<file path="src/rtl/comparador_mayor_igualdad.sv">
// Registered magnitude comparator: flags A > B, A == B, A < B one cycle after
// in_valid, with out_valid marking fresh results. Flags hold while idle.
module comparador_mayor_igualdad #(
  parameter int unsigned WIDTH  = 4,
  parameter bit          SIGNED = 1'b0
) (
  input  logic             clk,
  input  logic             rst,
  input  logic [WIDTH-1:0] A,
  input  logic [WIDTH-1:0] B,
  input  logic             in_valid,
  output logic             F_mayor,
  output logic             F_igual,
  output logic             F_menor,
  output logic             out_valid
);

  logic [WIDTH-1:0] a_m;
  logic [WIDTH-1:0] b_m;
  logic             eq_prefix;
  logic             gt;
  logic             eq;
  logic             lt;

  // Greater-than cascade from the MSB down; the first differing bit decides.
  // In signed mode the sign bits are inverted so negatives rank below
  // non-negatives, and the remaining bits compare as unsigned.
  always_comb begin
    a_m       = A;
    b_m       = B;
    if (SIGNED) begin
      a_m[WIDTH-1] = ~A[WIDTH-1];
      b_m[WIDTH-1] = ~B[WIDTH-1];
    end
    eq_prefix = 1'b1;
    gt        = 1'b0;
    for (int i = int'(WIDTH) - 1; i >= 0; i--) begin
      gt        = gt | (eq_prefix & a_m[i] & ~b_m[i]);
      eq_prefix = eq_prefix & ~(a_m[i] ^ b_m[i]);
    end
  end

  // Equality by XNOR-reduce; less-than is whatever is neither greater nor equal.
  always_comb begin
    eq = &(A ~^ B);
    lt = ~gt & ~eq;
  end

  // Result registers: reset wins, flags load only on in_valid, otherwise hold.
  always_ff @(posedge clk) begin
    if (rst) begin
      F_mayor   <= 1'b0;
      F_igual   <= 1'b0;
      F_menor   <= 1'b0;
      out_valid <= 1'b0;
    end else begin
      out_valid <= in_valid;
      if (in_valid) begin
        F_mayor <= gt;
        F_igual <= eq;
        F_menor <= lt;
      end
    end
  end

endmodule

</file>
<file path="config.mk">
export PLATFORM = sky130hd
export DESIGN_NAME = comparador_mayor_igualdad
export DESIGN_NICKNAME = d
export VERILOG_FILES = /design/src/rtl/comparador_mayor_igualdad.sv
export SDC_FILE = /design/constraint.sdc
export NUM_CORES = 1
export LEC_CHECK = 0
export CAP_MARGIN = 25
export CORE_AREA = 2 2 39 41
export CTS_CLUSTER_SIZE = 20
export DETAILED_ROUTE_END_ITERATION = 12
export DIE_AREA = 0 0 41 43
export PLACE_DENSITY = 0.53
export SYNTH_ARGS = -nofsm -noshare
export SYNTH_HDL_FRONTEND = slang
export SYNTH_SLANG_ARGS = --single-unit
</file>
<file path="constraint.sdc">
create_clock -name clk -period 1.7 [get_ports clk]
set_input_delay 0.34 -clock clk [delete_from_list [all_inputs] [get_ports clk]]
set_output_delay 0.34 -clock clk [all_outputs]
set_load 0.01 [all_outputs]
</file>
==> flow_summary_export.csv <==
group,metric,value,unit
final_layout,final_util,32.1,%
synth,synth.area.top_cells,"dfxtp_1, nor2b_4, nor4b_4",
floorplan,die_area,1760,sq um
power,powerDensity,678,nW/um^2
synth,synth_top_cell_by_area,"dfxtp_1",
synth,synthAdderAreaFrac,4.93,%
global_route,grt_pass1_wl,841,microns
timing,drv_slew,0,
synth,yosysTopAreaCellShare,31.5,%
power,p_comb_share,26.8,%
run,drv_cap,0,
clock_network,clkTransAtPathRegs,0.04,ns
synth,synth_top_family_by_area,"simple AND/OR/NAND/NOR gates",
clock_network,cts_resized,0,
floorplan,ios,15,
clock_network,post_cts_buffers,0,
timing,period_needed,1.63,ns
global_route,antenna_found_initial,0,
power,internal_power,0.230,mW
power,pwr-share-seq,34.0,%
power,p_sw,0.0717,mW
synth,syn_avg_cell_area,9.41,sq um
worst_setup_path,worstPathRequired,1.87,ns
worst_setup_path,critPathKind,"input port to flop",
global_route,grt_max_degree,5,
worst_setup_path,crit_fanout,3,
timing,max_freq,613,MHz
routing,vias,241,
final_layout,final_nets,59,
placed_design,io_buffers,14,
synth,synth_cell_types,16,
final_layout,layout-area-overhead-vs-synth,74.9,%
synth,ys_ff_latch,4,
synth,synth_compound_area_share,15.3,%
clock_network,root_buffer,"clkbuf_4",
clock_network,cts.path.max_buffers,2,
routing,drc,0,
floorplan,core,1380,sq um
synth,syn_nets,39,
final_layout,drive_gt1_share,20.0,%
synth,netlist_area,254,sq um
floorplan,rows,14,
clock_network,cts-hold-fix-buffers,0,
power,p_total,0.301,mW
timing,slew_headroom,83.4,%
timing,min_period_over_period,96.0,%
synth,synthXorXnorAreaFrac,3.45,%
worst_setup_path,start_kind,"input port",
routing,drt_iter0_markers,2,
clock_network,cts_tree,"done",
global_route,grt_usage,7.32,%
clock_network,cts_sinks,4,
final_layout,num_antenna_cells,0,
floorplan,die_h,43,microns
synth,ys_seq_area_share,31.5,%
timing,worstMarginPinSlew,0.247,ns
final_layout,mostFrequentLayoutCell,"clkdlybuf4s50_1",
timing,skew,0,ns
synth,synth-simple-area-share,41.9,%
floorplan,die_x,41,microns
routing,wl_per_cell,8.61,microns
power,p_clk_share,39.2,%
power,p_sw_share,23.8,%
routing,via_per_inst,3.95,
placed_design,globalplace.congestion,0.703,
power,p_leak,0.182,nW
run_status,status,"complete, no violations",
synth,synth_cells,27,
timing,setup_viol,0,
min_path,hold_class,"flop to flop",
final_layout,final_cell_mix,"clkdlybuf4s50_1, dfxtp_1, nand2_1, nor2_1, clkbuf_4",
clock_network,clock_latency,0.23,ns
worst_setup_path,worstPathArrival,1.80,ns
placed_design,post-dp-hpwl,469,microns
synth,muxShareOfSynthArea,0,%
clock_network,cts-buffers-inserted,3,
timing,rsz0062_at_grt,"no",
synth,ys_warn_count,0,
global_route,overflow,0,
routing,postRouteAntennaNets,0,
global_route,grt_pass1_vias,226,
final_layout,fill_cells,153,
power,vdd_ir_drop_max,0.246,mV
routing,drt-pass1-iter-count,2,
floorplan,initial_core_util,18.4,%
timing,hold_viol_final,0,
clock_network,cts.htree.levels,1,
routing,drt_wl_total,525,microns
worst_setup_path,end_kind,"flop",
-- final timing paths --
check	end	slack, ns	startpoint	depth (start not counted)
setup / recovery	F_menor	0.07	B[3]	6
hold reg to reg	F_igual	0.46	F_igual	2
setup reg to reg	F_mayor	1.00	F_mayor	2
hold / removal	F_igual	0.46	F_igual	2
-- per-layer routing --
layer | track usage, % | vias to the layer above | share of wire, % | routed length (microns)
met3 | 5.76 | 0 | 8.0 | 42
met2 | 9.38 | 7 | 47 | 247
met4 | 4.00 | 0 | 0 | 0
li1 | - | 132 | - | -
met1 | 8.33 | 102 | 45 | 234
met5 | 0 | - | 0 | 0
-- flip-flops by register name, summed over array words and instances, names as in the netlist --
| register | flops |
|---|---|
| F_igual | 1 |
| F_mayor | 1 |
| F_menor | 1 |
| out_valid | 1 |
-- worst max-delay path, stage by stage --
cell	delay, ns
clkdlybuf4s50_1	0.45
inv_1	0.04
ha_1	0.30
a211o_1	0.28
a211o_1	0.26
a21oi_2	0.13
-- area by class of cell --
type	count	area (sq um)	share of cell area [%]
multi-input cells	21	166	37.5
inverters	2	7.51	1.69
repair buffers	15	148	33.2
flip-flops and latches	4	80.1	18.0
clock buffers	3	22.5	5.07
well taps	16	20.0	4.51
-- Yosys cell counts (all sizes together) --
library cell,number
nor4b,1
inv,2
nor3,1
nor2b,2
nand4,1
ha,1
nor2,3
or2b,1
a211oi,1
nand2b,2
a21oi,2
nand2,3
a211o,2
dfxtp,4
xor2,1
-- metrics by stage --
stage / instances / hold slack (ns) / TNS, ns / worst slack [ns] / instance area (sq um)
finish: 61 / 0.457 / 0 / 0.0676 / 444
floorplan: 27 / 0.402 / 0 / 0.368 / 254
CTS: 61 / 0.461 / 0 / 0.0686 / 444
detailed placement: 58 / 0.455 / -0.365 / -0.177 / 422
global placement: 58 / 0.452 / -0.268 / -0.150 / 422
global route: 61 / 0.483 / 0 / 0.00511 / 444
-- logic make-up (layout without fill, tap and decap cells) --
| kind of cell | count (synthesis) | count (layout) |
|---|---|---|
| XOR/XNOR | 1 | 1 |
| AND/OR/NAND/NOR | 14 | 14 |
| adder cells (fa/ha/maj) | 1 | 1 |
| flip-flops | 4 | 4 |
| AO/OA/AOI/OAI | 5 | 5 |
| buffers and inverters | 2 | 20 |
-- power groups by stage --
stage | Sequential [mW] | Combinational (mW) | Clock (mW)
2_1_floorplan | 0.107 | 0.0335 | 0
3_3_place_gp | 0.104 | 0.0804 | 0
3_5_place_dp | 0.104 | 0.0814 | 0
4_1_cts | 0.103 | 0.0816 | 0.120
5_1_grt | 0.103 | 0.0874 | 0.128
6_report | 0.103 | 0.0806 | 0.118
Power figures use the tool's default switching activity.
